==> config.mk <==
export PLATFORM = sky130hd
export DESIGN_NAME = seven_seg_capture
export DESIGN_NICKNAME = d
export VERILOG_FILES = /design/src/rtl/seven_seg_capture.sv
export SDC_FILE = /design/constraint.sdc
export NUM_CORES = 1
export LEC_CHECK = 0
export ABC_AREA = 1
export BUFFER_PORTS_ARGS = -buffer_cell sky130_fd_sc_hd__buf_2
export CELL_PAD_IN_SITES_DETAIL_PLACEMENT = 0
export CELL_PAD_IN_SITES_GLOBAL_PLACEMENT = 1
export CORE_ASPECT_RATIO = 1.4
export CORE_UTILIZATION = 36
export CTS_CLUSTER_SIZE = 12
export DETAILED_ROUTE_END_ITERATION = 8
export PLACE_DENSITY_LB_ADDON = 0.1
export SETUP_SLACK_MARGIN = 0.1
export SKIP_LAST_GASP = 1
export SLEW_MARGIN = 20
export SYNTH_ARGS = -nofsm -noshare
export SYNTH_HDL_FRONTEND = slang
export SYNTH_SLANG_ARGS = --single-unit
==> constraint.sdc <==
create_clock -name clk -period 3.5 [get_ports clk]
set_clock_uncertainty 0.2 [all_clocks]
set_input_delay 0.7 -clock clk [delete_from_list [all_inputs] [get_ports clk]]
set_output_delay 0.7 -clock clk [all_outputs]
set_load 0.01 [all_outputs]
==> src/rtl/seven_seg_capture.sv <==
// Samples a multiplexed active-low 7-segment bus, decodes stable glyphs per digit and snapshots complete 4-digit frames.
// Define SEG_CAPTURE_DP_EN to also capture each digit's decimal point onto dp_out.
module seven_seg_capture #(
  parameter int unsigned STABLE_CYCLES = 4
) (
  input  logic        clk,
  input  logic        rst,
  input  logic        an0,
  input  logic        an1,
  input  logic        an2,
  input  logic        an3,
  input  logic        a,
  input  logic        b,
  input  logic        c,
  input  logic        d,
  input  logic        e,
  input  logic        f,
  input  logic        g,
  input  logic        dp,
  output logic [3:0]  char0,
  output logic [3:0]  char1,
  output logic [3:0]  char2,
  output logic [3:0]  char3,
  output logic [3:0]  digit_err,
  output logic [15:0] frame_word,
  output logic        frame_done,
  output logic        bus_err,
  output logic [3:0]  dp_out
);

  localparam logic [7:0] L_MAX = 8'(STABLE_CYCLES);
  localparam logic [7:0] L_PRE = 8'(STABLE_CYCLES - 1);

  logic [10:0]     r_in;
  logic [7:0]      r_stab_cnt;
  logic [3:0]      r_seen;
  logic [3:0][3:0] r_chars;
  logic [3:0]      r_err;
  logic [15:0]     r_frame_word;
  logic            r_frame_done;
  logic            r_bus_err;
  logic            r_multi_prev;

  logic [10:0]     w_raw;
  logic [3:0]      w_an;
  logic [6:0]      w_seg;
  logic [3:0]      w_dig;
  logic            w_onehot;
  logic            w_multi;
  logic            w_same;
  logic            w_cap;
  logic [1:0]      w_idx;
  logic [4:0]      w_dec;
  logic [3:0][3:0] w_chars_nxt;

  assign w_raw = {an3, an2, an1, an0, a, b, c, d, e, f, g};
  assign w_an  = r_in[10:7];
  assign w_seg = r_in[6:0];
  assign w_dig = ~w_an;

  // Comparing the incoming word against the registered one lets a dwell
  // starting at edge E reach the capture threshold exactly at E+STABLE_CYCLES.
`ifdef SEG_CAPTURE_DP_EN
  logic       r_dp;
  logic [3:0] r_dp_out;
  assign w_same = (w_raw == r_in) && (dp == r_dp);
`else
  assign w_same = (w_raw == r_in);
`endif

  always_comb begin
    w_onehot = 1'b1;
    w_idx    = 2'd0;
    case (w_an)
      4'b1110: w_idx = 2'd0;
      4'b1101: w_idx = 2'd1;
      4'b1011: w_idx = 2'd2;
      4'b0111: w_idx = 2'd3;
      default: w_onehot = 1'b0;
    endcase
  end

  assign w_multi = !w_onehot && (w_an != 4'b1111);
  assign w_cap   = w_same && w_onehot && (r_stab_cnt == L_PRE);

  // Result is {valid, hex value}; invalid patterns return 0 with valid low.
  function automatic logic [4:0] seg_decode(input logic [6:0] s);
    logic [4:0] v;
    case (s)
      7'b0000001: v = {1'b1, 4'h0};
      7'b1001111: v = {1'b1, 4'h1};
      7'b0010010: v = {1'b1, 4'h2};
      7'b0000110: v = {1'b1, 4'h3};
      7'b1001100: v = {1'b1, 4'h4};
      7'b0100100: v = {1'b1, 4'h5};
      7'b0100000: v = {1'b1, 4'h6};
      7'b0001111: v = {1'b1, 4'h7};
      7'b0000000: v = {1'b1, 4'h8};
      7'b0000100: v = {1'b1, 4'h9};
      7'b0001000: v = {1'b1, 4'hA};
      7'b1100000: v = {1'b1, 4'hB};
      7'b0110001: v = {1'b1, 4'hC};
      7'b1000010: v = {1'b1, 4'hD};
      7'b0110000: v = {1'b1, 4'hE};
      7'b0111000: v = {1'b1, 4'hF};
      default:    v = 5'b0_0000;
    endcase
    return v;
  endfunction

  assign w_dec = seg_decode(w_seg);

  always_comb begin
    w_chars_nxt = r_chars;
    if (w_cap && w_dec[4]) begin
      w_chars_nxt[w_idx] = w_dec[3:0];
    end
  end

  always_ff @(posedge clk or negedge rst) begin
    if (!rst) begin
      r_in         <= '1;
      r_stab_cnt   <= 8'd0;
      r_seen       <= 4'b0000;
      r_chars      <= '0;
      r_err        <= 4'b0000;
      r_frame_word <= 16'h0000;
      r_frame_done <= 1'b0;
      r_bus_err    <= 1'b0;
      r_multi_prev <= 1'b0;
    end else begin
      r_in         <= w_raw;
      r_multi_prev <= w_multi;
      r_bus_err    <= w_multi && !r_multi_prev;
      r_frame_done <= 1'b0;

      if (w_same && w_onehot) begin
        r_stab_cnt <= (r_stab_cnt == L_MAX) ? L_MAX : 8'(r_stab_cnt + 8'd1);
      end else begin
        r_stab_cnt <= 8'd0;
      end

      if (w_multi) begin
        r_seen <= 4'b0000;
      end else if (w_cap) begin
        r_chars      <= w_chars_nxt;
        r_err[w_idx] <= !w_dec[4];
        if ((r_seen | w_dig) == 4'b1111) begin
          r_frame_word <= w_chars_nxt;
          r_frame_done <= 1'b1;
          r_seen       <= 4'b0000;
        end else begin
          r_seen <= r_seen | w_dig;
        end
      end
    end
  end

`ifdef SEG_CAPTURE_DP_EN
  always_ff @(posedge clk or negedge rst) begin
    if (!rst) begin
      r_dp     <= 1'b1;
      r_dp_out <= 4'b0000;
    end else begin
      r_dp <= dp;
      if (w_cap) begin
        r_dp_out[w_idx] <= !r_dp;
      end
    end
  end
  assign dp_out = r_dp_out;
`else
  // dp is ignored in this build; the mask keeps the port referenced.
  assign dp_out = 4'b0000 & {4{dp}};
`endif

  assign char0      = r_chars[0];
  assign char1      = r_chars[1];
  assign char2      = r_chars[2];
  assign char3      = r_chars[3];
  assign digit_err  = r_err;
  assign frame_word = r_frame_word;
  assign frame_done = r_frame_done;
  assign bus_err    = r_bus_err;

endmodule

======== After elaboration in Yosys (flattened, before gate mapping) ========
Cells that the tools add are included.
word-level totals
  flip-flop bits (word level) ............. 62
  input bits .............................. 14
  output and inout bits ................... 42
  word-level logic and storage cells ...... 74
cells by class
  add/sub/neg operators ................... 1
  magnitude comparators ................... 2
  eq/ne operators ......................... 24
  muxes and demuxes ....................... 18
  bitwise gates (word level) .............. 3
  reduce and logical (&&, ||, !) cells .... 14
operators by type and width
  cell                 count
  $pmux 5 s16          1
  $eq 7x6->1 const B   5
  $eq 7x7->1 const B   4
  $bwmux 16            1
  $eq 4x4->1 const B   4
  $mux 16              1
  $mux 4               4
  $mux 8               2
  $eq 7x3->1 const B   2
  $eq 7x4->1 const B   2
  $eq 11x11->1         1
  $add 8x1->8 const B  1
  $demux 4 s2          1
  $eq 8x2->1 const B   1
  $eq 8x3->1 const B   1
  $eq 7x1->1 const B   1
  $eq 7x5->1 const B   1
  $logic_not 7->1      1
  $logic_and 1x1->1    6
  $pmux 2 s3           1
  $mux 1               5
  $bwmux 4             1
  $eq 4x3->1 const B   1
  $ne 4x4->1 const B   1
  other kinds (11)     13

======== Depth between registers and ports, before layout ========
Gate-level depths: netlist of run 1.
  depth after elaboration ................. 8
  depth in mapped cells ................... 14
  gate-level depth less buffers ........... 14

======== Worst setup path before layout of run 1 ========
Ideal clock, no wire load.
  path type ............................... input-to-reg
  from .................................... in an3
  to ...................................... reg r_chars, in the netlist char1[3]
  library setup time ...................... 119 ps
  arrival ................................. 1769 ps
  data required time ...................... 3181 ps
  path slack .............................. 1412 ps
  stages on the path ...................... 11
  path buffers ............................ 1
  path through ............................ inv_1 nand2_1 nand2_1 nor2_1 nand2_1 nor2_1 nand2_1 nor2_4 buf_6 nand4_2 and2_1
on the way
  cells in the longest elaborated chain, start to end .. 5
  elaborated cells between the ends (all ways) .. 6
  those cells by class .................... eq/ne (1); mux (1); reduce/logical (4)
ends and longest elaborated chain
  element                             line  text
  start: declaration                  11    input logic an3,
  $eq 11x11->1 (*)                    68    assign w_same = (w_raw == r_in);
  $logic_and 1x1->1 (*) (2 in a row)  84    assign w_cap = w_same && w_onehot && (r_stab_cnt == L_PRE);
  $logic_and 1x1->1                   115   if (w_cap && w_dec[4]) begin
  $mux 16                             115
  end signal: assignment              146   r_chars <= w_chars_nxt;
  end: declaration                    37    logic [3:0][3:0] r_chars;
Mark *: on every way between the ends. The rest lies on a longest branch, timed or not.
A chain may end at the register's enable or synchronous reset.

======== Final worst setup path of run 1 ========
  from .................................... reg r_in[8]
  to ...................................... reg r_frame_word[2], in the netlist frame_word[2]
on the way
  cells in the longest elaborated chain, start to end .. 8
  elaborated cells between the ends (all ways) .. 26
  those cells by class .................... order compare (2); eq/ne (7); mux (6); bitwise (3); reduce/logical (8)
ends and longest elaborated chain
  element                                                         line  text
  start: declaration                                              34    logic [10:0] r_in;
  start signal: assignment                                        132   r_in <= w_raw;
  $eq 4x3->1 or $eq 4x4->1 (tied branches)                        74    case (w_an)
  $pmux 2 s3                                                      74
  $lt 2x3->1 (implied by the code) or $ge 2x1->1 (tied branches)  116   w_chars_nxt[w_idx] = w_dec[3:0];
  $logic_and 1x1->1 (implied by the code)                         116
  $mux 4 (implied by the code)                                    116
  $demux 4 s2                                                     116
  $bwmux 16                                                       116
  $mux 16                                                         115
  end signal: assignment                                          149   r_frame_word <= w_chars_nxt;
  end: declaration                                                39    logic [15:0] r_frame_word;
Several ways; a longest one is shown, not always the timed one.

==> results of run 1 <==
worst max-delay path, stage by stage (launching register included):
cell and delay (ns):
dfstp_2 0.62, nand4_2 0.27, nand2_1 0.19, nor2_2 0.08, nor3_4 0.14, nand3_2 0.11, nor2_4 0.37, inv_2 0.23
nand2_1 0.11, nand2_1 0.05
registers in the layout, indices dropped and copies added, names as in the netlist:
register and flops:
digit_err 4, char2 4, r_in 11, char0 4, frame_done 1, frame_word 16
char3 4, r_seen 4, r_stab_cnt 8, char1 4, bus_err 1, r_multi_prev 1
area by class of cell:
cell class	count	area, um^2
fillers	988	5040
clock buffers	10	229
multi-input cells	340	1560
well taps	107	134
clock inverters	6	86.3
flip-flops and latches	62	1570
repair buffers	52	278
inverters	64	240
power by group:
part	total, mW	internal (mW)	switching [mW]
Clock	0.944	0.622	0.323
Combinational	0.113	0.0307	0.0826
Sequential	0.743	0.731	0.0113
metal layers:
layer,global-route usage [%],vias up,part of all wire (%),routed length [um]
met4,6.55,0,2.0,162
met2,31.9,48,49,3970
met3,4.21,13,3.8,311
met5,0,-,0,0
met1,22.9,1319,45,3680
li1,-,1560,-,-
logic make-up (layout without fill, tap and decap cells):
logic type	after synthesis	after routing	share of synthesized area (%)
xor gates and xnor gates	1	1	0.256
adders and majority gates	2	2	0.732
buffers and inverters	72	132	9.01
DFF	62	62	45.8
AOI/OAI and AO/OA	26	26	4.10
and+or+nand+nor	307	307	40.0
other	1	4	0.110
worst paths after layout:
check	slack, ns	end	start
worst max-delay path	1.03	frame_word[2]$_DFFE_PN0P_	r_in[8]$_DFF_PN1_
worst min-delay path	0.18	r_multi_prev$_DFF_PN0_	rst
worst max register to register	1.03	frame_word[2]$_DFFE_PN0P_	r_in[8]$_DFF_PN1_
worst min register to register	0.19	bus_err$_DFF_PN0_	r_multi_prev$_DFF_PN0_
max in group asynchronous	2.59	r_in[2]$_DFF_PN1_	rst
min in group clk	0.19	bus_err$_DFF_PN0_	r_multi_prev$_DFF_PN0_
cells in the final DEF, fill, tap and decap left out, types with 2 or more instances in the layout:
master,Yosys,routed
nand2_1,185,185
nor2_1,56,56
inv_1,55,55
dfrtp_1,51,51
buf_2,0,50
nand3_1,30,30
o21ai_0,15,15
dfstp_2,11,11
clkbuf_16,0,9
inv_2,8,8
and2_1,7,7
a21oi_1,6,6
nor2_4,5,5
conb_1,1,4
nand4_1,3,3
nand4_2,3,3
nor2_2,3,3
nor3_1,3,3
nor3_2,3,3
a31oi_1,3,3
nor3b_1,2,2
nand3_2,2,2
ha_1,2,2
clkinv_2,0,2
bufinv_16,0,2
metrics by stage:
stage	utilization, %	instances	total power [mW]	hold WS [ns]	area, um^2
floorplan	-	474	0.826	0.178	3430
global route	44.8	641	1.88	0.210	4090
CTS	44.8	641	1.83	0.191	4090
global placement	41.3	625	0.871	0.191	3770
finish	44.8	641	1.80	0.184	4090
detailed placement	41.3	625	0.870	0.186	3770
==> impl_metrics.ini, run 1 <==
[status]
status = complete, but fails checks
failed_checks = design-rule violations

[sta]
fmax_mhz = 404
slew_violations = 0
tightest_slew_ns = 0.516
finalCriticalPeriod_ns = 2.47
setup_viol = 0
fin_crit_sh_pct = 70.7
slew_headroom_pct = 65.6
rsz0062_at_grt = false
fin_setup_tns_ns = 0
finalHoldViolations = 0
worst_slack_ns = 1.03

[clock_network]
cts_hold_buf = 0
cts-resized-gates = 0
clock_sinks = 62
cts_inserted_buffers = 9
cts_buffer_depth = 2
cts_tree = built
htree_levels = 3
postCtsSetupBuffers = 0
clock_latency_ns = 0.33
clkTransAtPathRegs_ns = 0.05
cts-root-buf = clkbuf_16

[setup_path]
setup.worst_path.class = reg -> reg
ff2ff_path_depth = 9
critPathLaunchType = flip-flop
cp-end-kind = flip-flop
worstPathMaxFanout = 18
crit_arrival_ns = 2.48
required_ns = 3.51

[global_route]
grt_overflow = 0
grt_pass1_vias = 2921
grt_usage_pct = 18.5
grt_max_degree = 63
antenna_found_initial = 0
grt_pass1_wl_mm = 14.1

[synthesis]
synth_area_leader_cell = dfrtp_1
netlist-cell-type-count = 32
postSynthCellCount = 471
syn_area_mm2 = 0.00342
async_flop_share_pct = 100
yosysWarnings = 0
avgSynthCellArea_um2 = 7.25
synth_top_area_share_pct = 37.3
synth-main-ff-cell = dfrtp_1
synth_commonest_cells = nand2_1, nor2_1, inv_1
synthTopCellsByArea = dfrtp_1, nand2_1, dfstp_2, nor2_1, inv_1
synth_edf_count = 0
synth.most_common_cell = nand2_1
ys_ff_latch = 62
synth-seq-area-share_pct = 45.8

[final_layout]
nNetsFinal = 545
drive_above_1_share_pct = 19.7
antenna_cells = 0
area_delta_synth_final_pct = 19.6

[detailed_routing]
post_drt_wl_per_cell_um = 12.7
antenna_left = 0
drt_iter0_drc = 126
drc = 2
vias = 2940
drt_first_pass_iters = 6
wl_mm = 8.13
post_drt_via_cell_ratio = 4.59

[place]
io_buffers = 50
place_congestion = 0.835
dp_hpwl_mm = 6.05
dp_slack_ns = 0.845

[power_and_ir_drop]
ir_worst_vdd_v = 0.000224
power_density_mw_per_mm2 = 440
leakage_nw = 2.29

[floorplan]
die_area_mm2 = 0.00989
initial_utilization_pct = 37.4
io_pins = 56
die_h_um = 117
core_mm2 = 0.00913
rows = 41
die_w_um = 84.3

[hold_path]
min_path_type = in -> async

[job]
drv_cap = 0
(Power assumes the default switching activity.)
==> inputs of run 2 (changes only) <==
==> constraint.sdc (replaced) <==
create_clock -name clk -period 2 [get_ports clk]
set_clock_uncertainty 0.2 [all_clocks]
set_input_delay 0.4 -clock clk [delete_from_list [all_inputs] [get_ports clk]]
set_output_delay 0.4 -clock clk [all_outputs]
set_load 0.01 [all_outputs]
==> impl_metrics.ini, run 2 (same netlist as run 1, synthesis figures left out) <==
[floorplan]
die_area_mm2 = 0.00989
initial_utilization_pct = 37.4
core_mm2 = 0.00913
die_w_um = 84.3
rows = 41
die_h_um = 117
io_pins = 56

[power_and_ir_drop]
power_density_mw_per_mm2 = 603
ir_worst_vdd_v = 0.000432
leakage_nw = 2.84

[global_route]
grt_overflow = 0
antenna_found_initial = 0
grt_pass1_vias = 3413
grt_max_degree = 63
grt_usage_pct = 20.3
grt_pass1_wl_mm = 15.4

[clock_network]
clock_sinks = 62
htree_levels = 3
cts_tree = built
cts_inserted_buffers = 9
clkTransAtPathRegs_ns = 0.06
cts_buffer_depth = 2
cts-root-buf = clkbuf_16
clock_latency_ns = 0.34

[setup_path]
timing.rr.start = r_in[9]$_DFF_PN1_
timing.rr.end = frame_word[11]$_DFFE_PN0P_
critPathLaunchType = flip-flop
worstPathMaxFanout = 17
regToRegSetupSlack_ns = -0.16
crit_arrival_ns = 2.24
required_ns = 2.08
ff2ff_path_depth = 12
setup.worst_path.class = reg -> reg
cp-end-kind = flip-flop

[final_layout]
drive_above_1_share_pct = 48.7
area_delta_synth_final_pct = 59.6
multi_input_area_mm2 = 0.00212
fill_cells = 836
ff_latch_area_mm2 = 0.00157
fin_cells = 735
antenna_cells = 0
design_area_mm2 = 0.00546
final_util_pct = 59.7
largest_register_ffs = 16
mostFrequentLayoutCell = nand2_1
nNetsFinal = 639
final_cell_mix = nand2_1, buf_4, dfrtp_1

[place]
place_congestion = 0.864
dp_cells = 679
io_buffers = 50
placed_area_mm2 = 0.00425
dp_hpwl_mm = 6.48
dp_slack_ns = -0.187

[status]
status = complete, but fails checks
failed_checks = design-rule violations, negative setup slack

[detailed_routing]
wl_mm = 9.62
drt_iter0_drc = 94
vias = 3450
post_drt_wl_per_cell_um = 13.1
post_drt_via_cell_ratio = 4.69
drt_first_pass_iters = 8
antenna_left = 0
drc = 7

[sta]
slew_violations = 0
finalCriticalPeriod_ns = 2.16
rsz0062_at_grt = true
fin_crit_sh_pct = 108
setup_viol = 39
hold_ws_ns = 0.0941
fmax_mhz = 463
worst_slack_ns = -0.160
finalHoldViolations = 0

[hold_path]
min_path_type = in -> reg
hold_depth = 2
min_to = r_in[4]$_DFF_PN1_
hold_start = c

[job]
drv_cap = 0
-- run 2: what timing repair did --
item                                   4_1_cts  5_1_grt
gates resized for setup                     81       89
endpoints found under the hold margin       60        0
setup buffers                               17       14
hold buffers                                10        0
pin swaps                                   53       38
cloned                                       3        0
setup endpoints to repair                   46       49
-- run 2: per-layer routing --
metal	vias up	global-route usage (%)	wire, um
met5	-	0	0
met4	0	11.2	363
met3	27	3.65	233
met2	50	37.7	5180
met1	1609	21.9	3850
li1	1764	-	-
-- run 2: worst max path at each step --
stage | cells past startpoint | slack (ns) | startpoint | end
detailed placement | 14 | -0.19 | r_in[0]$_DFF_PN1_ | frame_word[3]$_DFFE_PN0P_
global route | 12 | -0.27 | r_in[9]$_DFF_PN1_ | frame_word[11]$_DFFE_PN0P_
floorplan | 12 | 0.02 | r_in[9]$_DFF_PN1_ | frame_word[7]$_DFFE_PN0P_
finish | 12 | -0.16 | r_in[9]$_DFF_PN1_ | frame_word[11]$_DFFE_PN0P_
global placement | 14 | -0.20 | r_in[0]$_DFF_PN1_ | frame_word[3]$_DFFE_PN0P_
CTS | 14 | -0.12 | r_in[0]$_DFF_PN1_ | frame_word[6]$_DFFE_PN0P_
-- run 2: final cells by class --
class	instances	share of cell area, %
inverter	64	4.56
sequential	62	28.7
clock inverter	7	1.33
tap	107	2.45
clock buffer	9	4.13
multi-input combinational	343	38.9
timing repair buffer	143	19.9
-- run 2: critical path, cell delays in order, from the launching register on --
cell and delay [ns]:
dfstp_2 0.60, nand2_2 0.09, inv_2 0.07, nand2_2 0.06
nor2_4 0.12, nor2_4 0.07, buf_6 0.12, nor3_4 0.16
nand3_2 0.12, nor2_4 0.16, buf_12 0.17, nand3_1 0.09
nand2_1 0.08
-- run 2: power breakdown --
group	switching, mW	leakage [nW]	internal, mW	total (mW)
sequential	0.0168	0.788	1.28	1.30
clock	0.593	0.142	0.964	1.56
combinational	0.242	1.91	0.191	0.433
-- run 2: per-stage QoR --
step / TNS [ns] / total power [mW]
2_1_floorplan: 0 / 1.46
3_3_place_gp: -4.51 / 1.60
3_5_place_dp: -4.57 / 1.60
4_1_cts: -2.30 / 3.25
5_1_grt: -8.07 / 3.41
6_report: -3.64 / 3.29
==> inputs of run 3 (changes only) <==
--- a/config.mk
+++ b/config.mk
@@ -11,6 +11,7 @@
 export CELL_PAD_IN_SITES_GLOBAL_PLACEMENT = 1
 export CORE_ASPECT_RATIO = 1.4
 export CORE_UTILIZATION = 36
+export CTS_BUF_LIST = sky130_fd_sc_hd__clkbuf_8
 export CTS_CLUSTER_SIZE = 12
 export DETAILED_ROUTE_END_ITERATION = 8
 export PLACE_DENSITY_LB_ADDON = 0.1
==> impl_metrics.ini, run 3 (same netlist as run 1, synthesis figures left out) <==
[floorplan]
die_w_um = 84.3
rows = 41
io_pins = 56
core_mm2 = 0.00913
die_area_mm2 = 0.00989
initial_utilization_pct = 37.4
die_h_um = 117

[setup_path]
regToRegSetupSlack_ns = -0.14
worstPathMaxFanout = 4
cp_top_family = simple AND/OR/NAND/NOR gates
critPathLaunchType = flip-flop
crit_arrival_ns = 2.19
setup.worst_path.class = reg -> reg
critPathMaxStageDelay_ns = 0.58
required_ns = 2.05
cp-end-kind = flip-flop
path_cells = inv_2 > buf_6 > nand2_8 > nor2_4 > nand2_1 > nand2_2 > nor2_4 > nand2_2 > nor2_4 > buf_6 > nor2_4 > nand2_1 > nand2_2 > nand2_1 > nand2_1
crit_buf_inv = 3
cp_slowest_cell = dfstp_2

[power_and_ir_drop]
ir_worst_vdd_v = 0.000256
power_density_mw_per_mm2 = 543
leakage_nw = 2.76

[sta]
finalCriticalPeriod_ns = 2.14
fin_setup_tns_ns = -2.43
fmax_mhz = 468
worst_slack_ns = -0.138
setup_viol = 35
rsz0062_at_grt = true
finalHoldViolations = 0
fin_crit_sh_pct = 107
slew_violations = 0

[final_layout]
area_delta_synth_final_pct = 51.8
drive_above_1_share_pct = 45.4
final_cell_mix = nand2_1, buf_4, dfrtp_1
antenna_cells = 0
nNetsFinal = 632
largest_register_ffs = 16
mostFrequentLayoutCell = nand2_1

[detailed_routing]
wl_mm = 9.44
drc = 7
post_drt_via_cell_ratio = 4.73
post_drt_wl_per_cell_um = 13.0
drt_first_pass_iters = 8
drt_iter0_drc = 101
vias = 3444
antenna_left = 0

[clock_network]
cts_buffer_depth = 2
cts_tree = built
cts_inserted_buffers = 9
clock_sinks = 62
clkTransAtPathRegs_ns = 0.07
htree_levels = 3
cts-root-buf = clkbuf_8
clock_latency_ns = 0.35

[global_route]
antenna_found_initial = 0
grt_usage_pct = 19.9
grt_pass1_vias = 3394
grt_max_degree = 63
grt_pass1_wl_mm = 15.2
grt_overflow = 0

[place]
dp_hpwl_mm = 6.48
dp_slack_ns = -0.187
io_buffers = 50
place_congestion = 0.864

[hold_path]
min_path_type = in -> reg

[status]
failed_checks = design-rule violations, negative setup slack
status = complete, but fails checks

[job]
drv_cap = 0
-- run 3: cell types whose count changed in the layout (fill, tap and decap cells not counted), moves of 3 or more --
cell	delta
clkbuf_16	-9
nand3_1	+3
nand2_1	+12
nand2_2	-10
clkbuf_8	+9
nand3_2	-3
buf_4	-4
-- run 3: routing by layer --
metal  share of wire (%)  GRT usage, %  vias to the layer above
met5                   0             0                        -
met4                 2.6          9.83                        0
met3                 2.4          3.86                       21
met2                  54          37.0                       44
met1                  41          21.7                     1630
li1                    -             -                     1749
-- run 3: worst reg2reg max path: cells and delay by family (launching register included) --
kind,cells,cell delay (ns)
buf+inv,3,0.31
flops,1,0.58
simple gates,12,0.95
-- run 3: report_power, final --
part / internal [mW] / leakage (nW) / switching, mW / total, mW
Clock: 0.576 / 0.0956 / 0.547 / 1.12
Sequential: 1.28 / 0.788 / 0.0171 / 1.29
Combinational: 0.171 / 1.87 / 0.228 / 0.399
Total: 2.02 / 2.76 / 0.792 / 2.82
-- run 3: area by class of cell --
| type | count | area, um^2 |
|---|---|---|
| clock buffers | 9 | 124 |
| clock inverters | 7 | 72.6 |
| fillers | 871 | 3940 |
| inverters | 64 | 246 |
| multi-input cells | 343 | 2040 |
| flip-flops and latches | 62 | 1570 |
| well taps | 107 | 134 |
| repair buffers | 136 | 1010 |
-- run 3: through the flow --
step	std cells	instance area (um^2)	util, %	power [mW]	hold WS [ns]
finish	728	5190	56.8	2.82	0.0708
global route	728	5190	56.8	2.94	0.0668
CTS	720	4850	53.2	2.79	0.0531
detailed placement	679	4250	46.5	1.60	0.190
global placement	679	4250	46.5	1.60	0.182
floorplan	474	3490	-	1.46	-0.0956
-- run 3: worst paths after layout --
| path | startpoint | endpoint | depth (start not counted) |
|---|---|---|---|
| max reg2reg | r_in[0]$_DFF_PN1_ | frame_word[14]$_DFFE_PN0P_ | 15 |
| min | f | r_in[1]$_DFF_PN1_ | 2 |
| min in group asynchronous | rst | bus_err$_DFF_PN0_ | 3 |
| min reg2reg | r_multi_prev$_DFF_PN0_ | bus_err$_DFF_PN0_ | 1 |
| max | r_in[0]$_DFF_PN1_ | frame_word[14]$_DFFE_PN0P_ | 15 |
| max in group asynchronous | rst | r_in[4]$_DFF_PN1_ | 3 |
-- run 3: what timing repair did --
item | CTS | global route
gates resized for setup | 58 | 85
setup buffers | 12 | 10
setup endpoints to repair | 46 | 48
hold buffers | 10 | 0
gates cloned | 3 | 0
hold endpoints to repair | 60 | 0
pin swaps | 43 | 47
